$ cat src/rtl/draw_car.sv
// draw_car: overlays a car sprite from an external ROM onto a VGA pixel stream.
// Two-stage pipeline: stage 1 tests the sprite window and issues the ROM address,
// stage 2 picks either the ROM pixel or the background pixel.
// The ROM read is expected to be look-ahead: pixel_rgb belongs to the address
// registered on the previous pclk edge, so stage 2 can use it directly.
// Optional feature: define DRAW_CAR_COLLISION_EN to add the per-frame
// collision flag (sprite drawn over an OBST_RGB background pixel).
// VGA bus layout, MSB first: {hsync, vsync, hblnk, vblnk, hcount[10:0], vcount[10:0], rgb[11:0]}.

`ifndef VGA_BUS_SIZE
`define VGA_BUS_SIZE 38
`endif

module draw_car #(
    parameter int          CAR_W    = 32,
    parameter int          CAR_H    = 64,
    parameter logic [11:0] KEY_RGB  = 12'h0F0,
    parameter logic [11:0] OBST_RGB = 12'hFFF
) (
    input  logic                            pclk,
    input  logic                            rst_n,
    input  logic [`VGA_BUS_SIZE-1:0]        vga_in,
    input  logic [10:0]                     xpos,
    input  logic [10:0]                     ypos,
    input  logic [11:0]                     pixel_rgb,
    output logic [`VGA_BUS_SIZE-1:0]        vga_out,
    output logic [$clog2(CAR_W*CAR_H)-1:0]  pixel_addr
`ifdef DRAW_CAR_COLLISION_EN
    ,
    output logic                            collision
`endif
);

    // Sprite address split: row index in the upper bits, column in the lower bits.
    // Both dimensions are powers of two (at least 2), so the address is a plain concatenation.
    localparam int XB     = $clog2(CAR_W);
    localparam int YB     = $clog2(CAR_H);
    localparam int ADDR_W = $clog2(CAR_W*CAR_H);

    // Field positions inside the VGA bus.
    localparam int HSYNC_BIT = 37;
    localparam int VSYNC_BIT = 36;
    localparam int HBLNK_BIT = 35;
    localparam int VBLNK_BIT = 34;
    localparam int HC_LSB    = 23;
    localparam int VC_LSB    = 12;
    localparam int RGB_LSB   = 0;

    localparam logic [11:0] CAR_W12 = 12'(CAR_W);
    localparam logic [11:0] CAR_H12 = 12'(CAR_H);

    // ------------------------------------------------------------------
    // Input field decode
    // ------------------------------------------------------------------
    logic        w_in_vsync;
    logic [10:0] w_in_hcount;
    logic [10:0] w_in_vcount;

    assign w_in_vsync  = vga_in[VSYNC_BIT];
    assign w_in_hcount = vga_in[HC_LSB +: 11];
    assign w_in_vcount = vga_in[VC_LSB +: 11];

    // ------------------------------------------------------------------
    // Frame-synchronous position latch
    // ------------------------------------------------------------------
    logic        r_vsync_prev;
    logic [10:0] r_x_act;
    logic [10:0] r_y_act;
    logic        w_vs_rise;

    assign w_vs_rise = w_in_vsync & ~r_vsync_prev;

    // Latch the requested position only on a vsync rising edge so the sprite never tears mid-frame.
    always_ff @(posedge pclk or negedge rst_n) begin
        if (!rst_n) begin
            r_vsync_prev <= 1'b0;
            r_x_act      <= '0;
            r_y_act      <= '0;
        end else begin
            r_vsync_prev <= w_in_vsync;
            if (w_vs_rise) begin
                r_x_act <= xpos;
                r_y_act <= ypos;
            end
        end
    end

    // ------------------------------------------------------------------
    // Stage 1: window test and ROM address
    // ------------------------------------------------------------------
    logic [11:0]       w_h12;
    logic [11:0]       w_v12;
    logic [11:0]       w_x12;
    logic [11:0]       w_y12;
    logic              w_in_win;
    logic [XB-1:0]     w_dx;
    logic [YB-1:0]     w_dy;
    logic [ADDR_W-1:0] w_addr;

    // One extra bit keeps x_act+CAR_W from wrapping back to low columns near 2047.
    assign w_h12 = {1'b0, w_in_hcount};
    assign w_v12 = {1'b0, w_in_vcount};
    assign w_x12 = {1'b0, r_x_act};
    assign w_y12 = {1'b0, r_y_act};

    assign w_in_win = (w_h12 >= w_x12) && (w_h12 < (w_x12 + CAR_W12)) &&
                      (w_v12 >= w_y12) && (w_v12 < (w_y12 + CAR_H12));

    // Only the low bits of the offsets matter; they depend only on the low bits of the operands.
    assign w_dx   = w_in_hcount[XB-1:0] - r_x_act[XB-1:0];
    assign w_dy   = w_in_vcount[YB-1:0] - r_y_act[YB-1:0];
    assign w_addr = w_in_win ? {w_dy, w_dx} : '0;

    logic [`VGA_BUS_SIZE-1:0] r_bus_d1;
    logic                     r_in_win_d1;

    // Stage-1 register: delay the whole bus and capture window flag plus ROM address.
    always_ff @(posedge pclk or negedge rst_n) begin
        if (!rst_n) begin
            r_bus_d1    <= '0;
            r_in_win_d1 <= 1'b0;
            pixel_addr  <= '0;
        end else begin
            r_bus_d1    <= vga_in;
            r_in_win_d1 <= w_in_win;
            pixel_addr  <= w_addr;
        end
    end

    // ------------------------------------------------------------------
    // Stage 2: colour select
    // ------------------------------------------------------------------
    logic        w_draw;
    logic [11:0] w_bg_rgb;
    logic [11:0] w_rgb_sel;

    assign w_bg_rgb = r_bus_d1[RGB_LSB +: 12];

    // Opaque sprite pixel inside the window and outside both blanking intervals.
    assign w_draw = r_in_win_d1 &
                    ~r_bus_d1[HBLNK_BIT] &
                    ~r_bus_d1[VBLNK_BIT] &
                    (pixel_rgb != KEY_RGB);

    assign w_rgb_sel = w_draw ? pixel_rgb : w_bg_rgb;

    // Stage-2 register: timing fields pass straight through, rgb is replaced where the sprite is drawn.
    always_ff @(posedge pclk or negedge rst_n) begin
        if (!rst_n) begin
            vga_out <= '0;
        end else begin
            vga_out <= {r_bus_d1[HSYNC_BIT], r_bus_d1[VSYNC_BIT],
                        r_bus_d1[HBLNK_BIT], r_bus_d1[VBLNK_BIT],
                        r_bus_d1[HC_LSB +: 11], r_bus_d1[VC_LSB +: 11],
                        w_rgb_sel};
        end
    end

`ifdef DRAW_CAR_COLLISION_EN
    // ------------------------------------------------------------------
    // Optional per-frame collision detection
    // ------------------------------------------------------------------
    logic w_hit;
    logic r_coll_acc;

    assign w_hit = w_draw & (w_bg_rgb == OBST_RGB);

    // Sticky hit accumulator, published and cleared at each vsync rising edge (clear wins over a hit).
    always_ff @(posedge pclk or negedge rst_n) begin
        if (!rst_n) begin
            r_coll_acc <= 1'b0;
            collision  <= 1'b0;
        end else if (w_vs_rise) begin
            collision  <= r_coll_acc;
            r_coll_acc <= 1'b0;
        end else if (w_hit) begin
            r_coll_acc <= 1'b1;
        end
    end
`endif

endmodule

$ cat config.mk
export PLATFORM = sky130hd
export DESIGN_NAME = draw_car
export DESIGN_NICKNAME = d
export VERILOG_FILES = /design/src/rtl/draw_car.sv
export SDC_FILE = /design/constraint.sdc
export NUM_CORES = 1
export LEC_CHECK = 0
export CAP_MARGIN = 15
export CORE_MARGIN = 2
export CORE_UTILIZATION = 52
export DETAILED_ROUTE_END_ITERATION = 8
export GPL_ROUTABILITY_DRIVEN = 1
export PLACE_DENSITY = 0.85
export RECOVER_POWER = 100
export SLEW_MARGIN = 0
export SYNTH_ARGS = -nofsm -noshare
export SYNTH_HDL_FRONTEND = slang
export SYNTH_SLANG_ARGS = --single-unit
$ cat constraint.sdc
create_clock -name pclk -period 5.1 [get_ports pclk]
set_input_delay 1.02 -clock pclk [delete_from_list [all_inputs] [get_ports pclk]]
set_output_delay 1.02 -clock pclk [all_outputs]
set_load 0.05 [all_outputs]
==> results of run 1 <==
-- where the power goes --
| group | switching, mW | internal (mW) | total (mW) |
|---|---|---|---|
| Combinational | 0.329 | 0.207 | 0.537 |
| Clock | 0.295 | 0.236 | 0.531 |
| Sequential | 0.0264 | 0.939 | 0.966 |
| Total | 0.650 | 1.38 | 2.03 |
-- critical path: stages --
cell and delay (ns):
dlygate4sd3_1 0.57, ha_1 0.41, a21oi_2 0.18, a21oi_1 0.09, o311a_1 0.34, o22ai_1 1.16, nor3_1 0.16
-- per-stage QoR --
step                instances  utilization [%]  hold WS [ns]
floorplan                 343                -        0.3312
CTS                       581            72.67        0.3589
global route              581            72.40        0.3624
finish                    581            72.40        0.3565
global placement          564            70.12        0.3326
detailed placement        565            70.21        0.3347
-- metal layers --
metal / track usage, % / vias to the layer above / share of wire [%] / wire, um
met1: 27.17 / 1458 / 42 / 3989
li1: - / 1443 / - / -
met2: 36.27 / 99 / 51 / 4825
met4: 7.692 / 0 / 1.7 / 167
met3: 4.480 / 14 / 5.9 / 568
met5: 0 / - / 0 / 0
-- cells by family after synthesis --
group / synth area share (%)
AOI/OAI and AO/OA: 10.77
xor gates and xnor gates: 1.753
adders and majority gates: 10.63
buffers and inverters: 3.700
DFF: 61.20
muxes: 3.255
and+or+nand+nor: 8.707
-- worst min path at each step --
stage | startpoint | end | slack, ns | cells past startpoint
4_1_cts | r_bus_d1[22]$_DFF_PN0_ | vga_out[22]$_DFF_PN0_ | 0.36 | 0
2_1_floorplan | r_bus_d1[12]$_DFF_PN0_ | vga_out[12]$_DFF_PN0_ | 0.33 | 0
5_1_grt | r_bus_d1[26]$_DFF_PN0_ | vga_out[26]$_DFF_PN0_ | 0.36 | 0
3_5_place_dp | r_bus_d1[22]$_DFF_PN0_ | vga_out[22]$_DFF_PN0_ | 0.33 | 0
6_report | r_bus_d1[18]$_DFF_PN0_ | vga_out[18]$_DFF_PN0_ | 0.36 | 0
3_3_place_gp | r_bus_d1[12]$_DFF_PN0_ | vga_out[12]$_DFF_PN0_ | 0.33 | 0
-- cell usage after synthesis (2+ instances only) --
library cell | n | area (um2)
a211oi_1 | 3 | 22.52
buf_6 | 2 | 22.52
o21ai_0 | 26 | 130.1
mux2_2 | 13 | 146.4
dfrtp_1 | 110 | 2753
o21bai_1 | 3 | 22.52
a211oi_2 | 3 | 37.54
clkbuf_1 | 5 | 18.77
a21o_1 | 6 | 45.04
nor2_1 | 9 | 33.78
nor3_1 | 7 | 35.03
fa_1 | 2 | 40.04
a21oi_1 | 7 | 35.03
nor2b_1 | 2 | 12.51
nor4b_1 | 3 | 26.28
inv_1 | 32 | 120.1
nand2_1 | 25 | 93.84
nand4_1 | 3 | 18.77
o21a_1 | 5 | 37.54
ha_1 | 35 | 437.9
nor4b_4 | 2 | 47.55
nor4_4 | 2 | 42.54
nor3_2 | 2 | 20.02
xnor2_1 | 9 | 78.83
o22ai_2 | 2 | 25.02
nand3_1 | 6 | 30.03
-- flip-flops by register name, indices dropped and copies added (netlist names) --
signal	count
r_x_act	11
pixel_addr	11
r_y_act	11
r_bus_d1	38
vga_out	38
r_in_win_d1	1
-- area by class of cell --
| cell class | count | area share [%] |
|---|---|---|
| Inverter | 32 | 1.999 |
| Multi-Input combinational cell | 193 | 26.14 |
| Timing Repair Buffer | 125 | 20.47 |
| Sequential cell | 110 | 45.81 |
| Clock inverter | 6 | 1.270 |
| Clock buffer | 10 | 2.124 |
| Tap cell | 105 | 2.187 |
==> results.txt, run 1 <==
Fillers: 571
Setup slack at placement: 1.613 ns
Startpoint-to-endpoint class of the critical path: in -> reg
Antenna Cells: 0
Warning count from the yosys run: 0
H-tree Lvls: 3
Via count: 3014
Final TNS setup: 0 ns
Max-capacitance violation count: 3
Core outline area: 0.008299 mm2
Worst-path maximum fanout: 12
Pin count of the biggest net entering global routing: 61
Initial antenna violation count: 0
Syn nets: 454
Top-Level Pins: 123
Effective utilization at floorplan: 54.20%
Number of port buffers: 122
Horizontal die dimension: 97.01 um
HP Class: reg -> reg
Number of nets in the final layout: 582
Fin. Hold Viols: 0
Clk_lat worst skew: 0.36 ns
Post-synthesis async set-or-reset flop share: 100.0%
Worst rel slew slack: -67.31%
Full die area: 0.009410 mm2
Area Growth Syn to Fin: 33.57%
Arrival time at the worst endpoint: 3.93 ns
Floorplan row count: 33
Root buffer selected by CTS: clkbuf_8
Post-cts sizing count: 0
Setup crit start kind: input pin
Finished Cell Area: 0.006008 mm2
Violations in the final reports: capacitance limit, slew limit
Final weighted congestion of routability-driven global placement: 0.8586
Setup-failing EPs final: 0
Fraction of the yosys area taken by sequential cells: 61.20%
Clock transition time at the flip-flop clock pins of the worst setup and hold paths: 0.10 ns
Cell area after synthesis: 0.004498 mm2
RSZ-0062 raised after global routing: no
Leakage: 2.709 nW
GR Util All Layers: 21.34%
Highest achievable clock rate: 266.6 MHz
Final count of pins violating max slew: 107
Slew of the pin with the lowest slew margin: 2.510 ns
Capturing element type of the critical path: flip-flop
Drt via density: 5.188
Startpoint of the worst register-to-register path: r_x_act[5]$_DFFE_PN0P_
Required arrival time at the worst endpoint: 5.28 ns
Average footprint of a synthesized cell: 13.11 um2
Primary flip-flop cell chosen by synthesis mapping: dfrtp_1
Least setup slack across all paths after layout: 1.349 ns
Iteration count of the initial detailed-routing pass: 4
Die span in y: 97.01 um
First-iteration detailed-routing DRC count: 64
Overall Power: 2.033 mW
Maximum clock insertion buffer count: 2
Final clock period utilization by the worst path: 73.56%
Multi-input gate area in the final layout: 0.001570 mm2
Outcome: finished, violations left
Hold-fix buffers at CTS: 0
Power per unit of standard cell area: 338.4 mW/mm2
Number of distinct standard cells referenced by the synthesized netlist: 45
Capture instance of the worst register-to-register path: pixel_addr[2]$_DFF_PN0_
Fraction of layout cells with a size suffix above 1: 8.824%
VDD IR-drop max: 185.3 uV
Wire length of the first global-routing pass: 15880 um
Final antenna-violating net count: 0
EDFF count, synth: 0
Post-CTS Setup Inserts: 0
Placed wire-length estimate: 7233 um
Shortest period the worst path allows: 3.751 ns
Overflow after GRT: 0
Critical Path Source: vga_in[25]
Synthesized instance count: 343
Seq. cell area: 0.002753 mm2
Flop and latch count out of synthesis: 110
Count of unresolved DRC violations after routing: 0
Setup slack on the worst flop-to-flop path: 1.99 ns
Via count of the first global-routing pass: 3180
Commonest cells after routing, fill and taps aside: dfrtp_1 (110), dlygate4sd3_1 (88), ha_1 (35), clkdlybuf4s50_1 (33), inv_1 (32)
Clock tree from TritonCTS: done
Clock sinks: 110
TritonCTS buffer count: 9
Detailed-route wire length per cell: 16.44 um
Worst setup skew after layout: 0.01110 ns
Final WL: 9551 um
Most common cell after layout, fill and taps aside: dfrtp_1
Critical Path Sink: pixel_addr[2]$_DFF_PN0_
Placed Area: 0.005827 mm2
Number of cells on the worst reg-to-reg path: 9
No activity file was read; power rests on OpenSTA's default activity.
==> inputs of run 2 (changes only) <==
--- a/config.mk
+++ b/config.mk
@@ -7,10 +7,10 @@
 export LEC_CHECK = 0
 export CAP_MARGIN = 15
 export CORE_MARGIN = 2
-export CORE_UTILIZATION = 52
+export CORE_UTILIZATION = 43
 export DETAILED_ROUTE_END_ITERATION = 8
 export GPL_ROUTABILITY_DRIVEN = 1
-export PLACE_DENSITY = 0.85
+export PLACE_DENSITY = 0.75
 export RECOVER_POWER = 100
 export SLEW_MARGIN = 0
 export SYNTH_ARGS = -nofsm -noshare
==> constraint.sdc (replaced) <==
create_clock -name pclk -period 3.3 [get_ports pclk]
set_input_delay 0.66 -clock pclk [delete_from_list [all_inputs] [get_ports pclk]]
set_output_delay 0.66 -clock pclk [all_outputs]
set_load 0.05 [all_outputs]
==> results.txt, run 2 (synthesis gave the netlist of run 1 again) <==
Effective utilization at floorplan: 43.96%
GR Util All Layers: 17.97%
Required arrival time at the worst endpoint: 3.52 ns
H-tree Lvls: 3
Clock transition time at the flip-flop clock pins of the worst setup and hold paths: 0.09 ns
VDD IR-drop max: 289.6 uV
Antenna Cells: 0
Worst-path maximum fanout: 8
HP Class: reg -> reg
Worst rel slew slack: 4.307%
Clock sinks: 110
Final Util: 58.75%
Worst setup skew after layout: 0.006201 ns
Initial antenna violation count: 0
Startpoint-to-endpoint class of the critical path: in -> reg
Fraction of layout cells with a size suffix above 1: 8.403%
Wire length of the first global-routing pass: 15480 um
Top-Level Pins: 123
Die span in y: 106.3 um
Final weighted congestion of routability-driven global placement: 0.8364
Final antenna-violating net count: 0
First-iteration detailed-routing DRC count: 129
Highest achievable clock rate: 336.6 MHz
DP Cell Count: 597
Setup crit start kind: input pin
Arrival time at the worst endpoint: 3.19 ns
Via count: 2994
Full die area: 0.01129 mm2
Floorplan row count: 37
Fin. Hold Viols: 0
Placed wire-length estimate: 7307 um
Commonest cells after routing, fill and taps aside: dfrtp_1 (110), dlygate4sd3_1 (88), ha_1 (35), clkdlybuf4s50_1 (33), inv_1 (32)
Post-route worst hold slack: 0.3544 ns
Via count of the first global-routing pass: 3108
Count of unresolved DRC violations after routing: 0
Slew of the pin with the lowest slew margin: 1.435 ns
Least setup slack across all paths after layout: 0.3289 ns
Pin count of the biggest net entering global routing: 59
Number of standard cells in the final layout excluding fillers: 612
Root buffer selected by CTS: clkbuf_8
Top Registers: r_bus_d1: 38 flops, vga_out: 38 flops
Post-cts sizing count: 0
RSZ-0062 raised after global routing: no
Post-CTS Setup Inserts: 0
Number of nets in the final layout: 583
Area Growth Syn to Fin: 33.63%
Capturing element type of the critical path: flip-flop
Most common cell after layout, fill and taps aside: dfrtp_1
Outcome: finished clean
Shortest period the worst path allows: 2.971 ns
Final count of pins violating max slew: 0
Core outline area: 0.01023 mm2
Iteration count of the initial detailed-routing pass: 5
Finished Cell Area: 0.006011 mm2
Clock tree from TritonCTS: done
Final WL: 9515 um
Maximum clock insertion buffer count: 2
Hold-fix buffers at CTS: 0
Horizontal die dimension: 106.3 um
Drt via density: 4.892
Setup slack at placement: 0.1876 ns
TritonCTS buffer count: 9
Setup-failing EPs final: 0
Max-capacitance violation count: 0
Final TNS setup: 0 ns
Clk_lat worst skew: 0.36 ns
Leakage: 2.695 nW
Final clock period utilization by the worst path: 90.03%
Overall Power: 3.053 mW
Power per unit of standard cell area: 507.9 mW/mm2
Detailed-route wire length per cell: 15.55 um
Setup slack on the worst flop-to-flop path: 0.81 ns
Placed Area: 0.005886 mm2
Number of port buffers: 122
Overflow after GRT: 0
-- run 2: critical path, stage by stage --
cell,delay (ns)
dlygate4sd3_1,0.60
ha_1,0.33
nor2b_1,0.15
o31ai_1,0.44
a311oi_2,0.18
o22ai_2,0.43
clkbuf_1,0.31
nor3_1,0.08
-- run 2: path summary, 6_finish.rpt --
kind	start	end	cells past startpoint
worst min-delay path	r_bus_d1[26]$_DFF_PN0_	vga_out[26]$_DFF_PN0_	0
worst max-delay path	vga_in[13]	pixel_addr[0]$_DFF_PN0_	8
min in group asynchronous	rst_n	vga_out[20]$_DFF_PN0_	1
worst min register to register	r_bus_d1[26]$_DFF_PN0_	vga_out[26]$_DFF_PN0_	0
worst max register to register	r_y_act[1]$_DFFE_PN0P_	pixel_addr[0]$_DFF_PN0_	8
max in group asynchronous	rst_n	vga_out[9]$_DFF_PN0_	2
-- run 2: where the power goes --
| part | total, mW | internal [mW] | switching, mW |
|---|---|---|---|
| Clock | 0.744 | 0.316 | 0.428 |
| Combinational | 0.814 | 0.318 | 0.497 |
| Sequential | 1.49 | 1.45 | 0.0425 |
| Total | 3.05 | 2.09 | 0.967 |
-- run 2: area by class of cell --
class	instances	area [um2]
fill	854	4220
sequential	110	2753
multi-input combinational	193	1559
timing repair buffer	126	1232
tap	136	170.2
clock buffer	13	158.9
inverter	32	120.1
clock inverter	2	17.52
-- run 2: routing by layer --
metal / up-vias / wire (um) / track usage [%]
met3: 12 / 586 / 3.863
met4: 0 / 154 / 6.861
li1: 1448 / - / -
met2: 91 / 4520 / 29.03
met1: 1443 / 4253 / 23.82
met5: - / 0 / 0
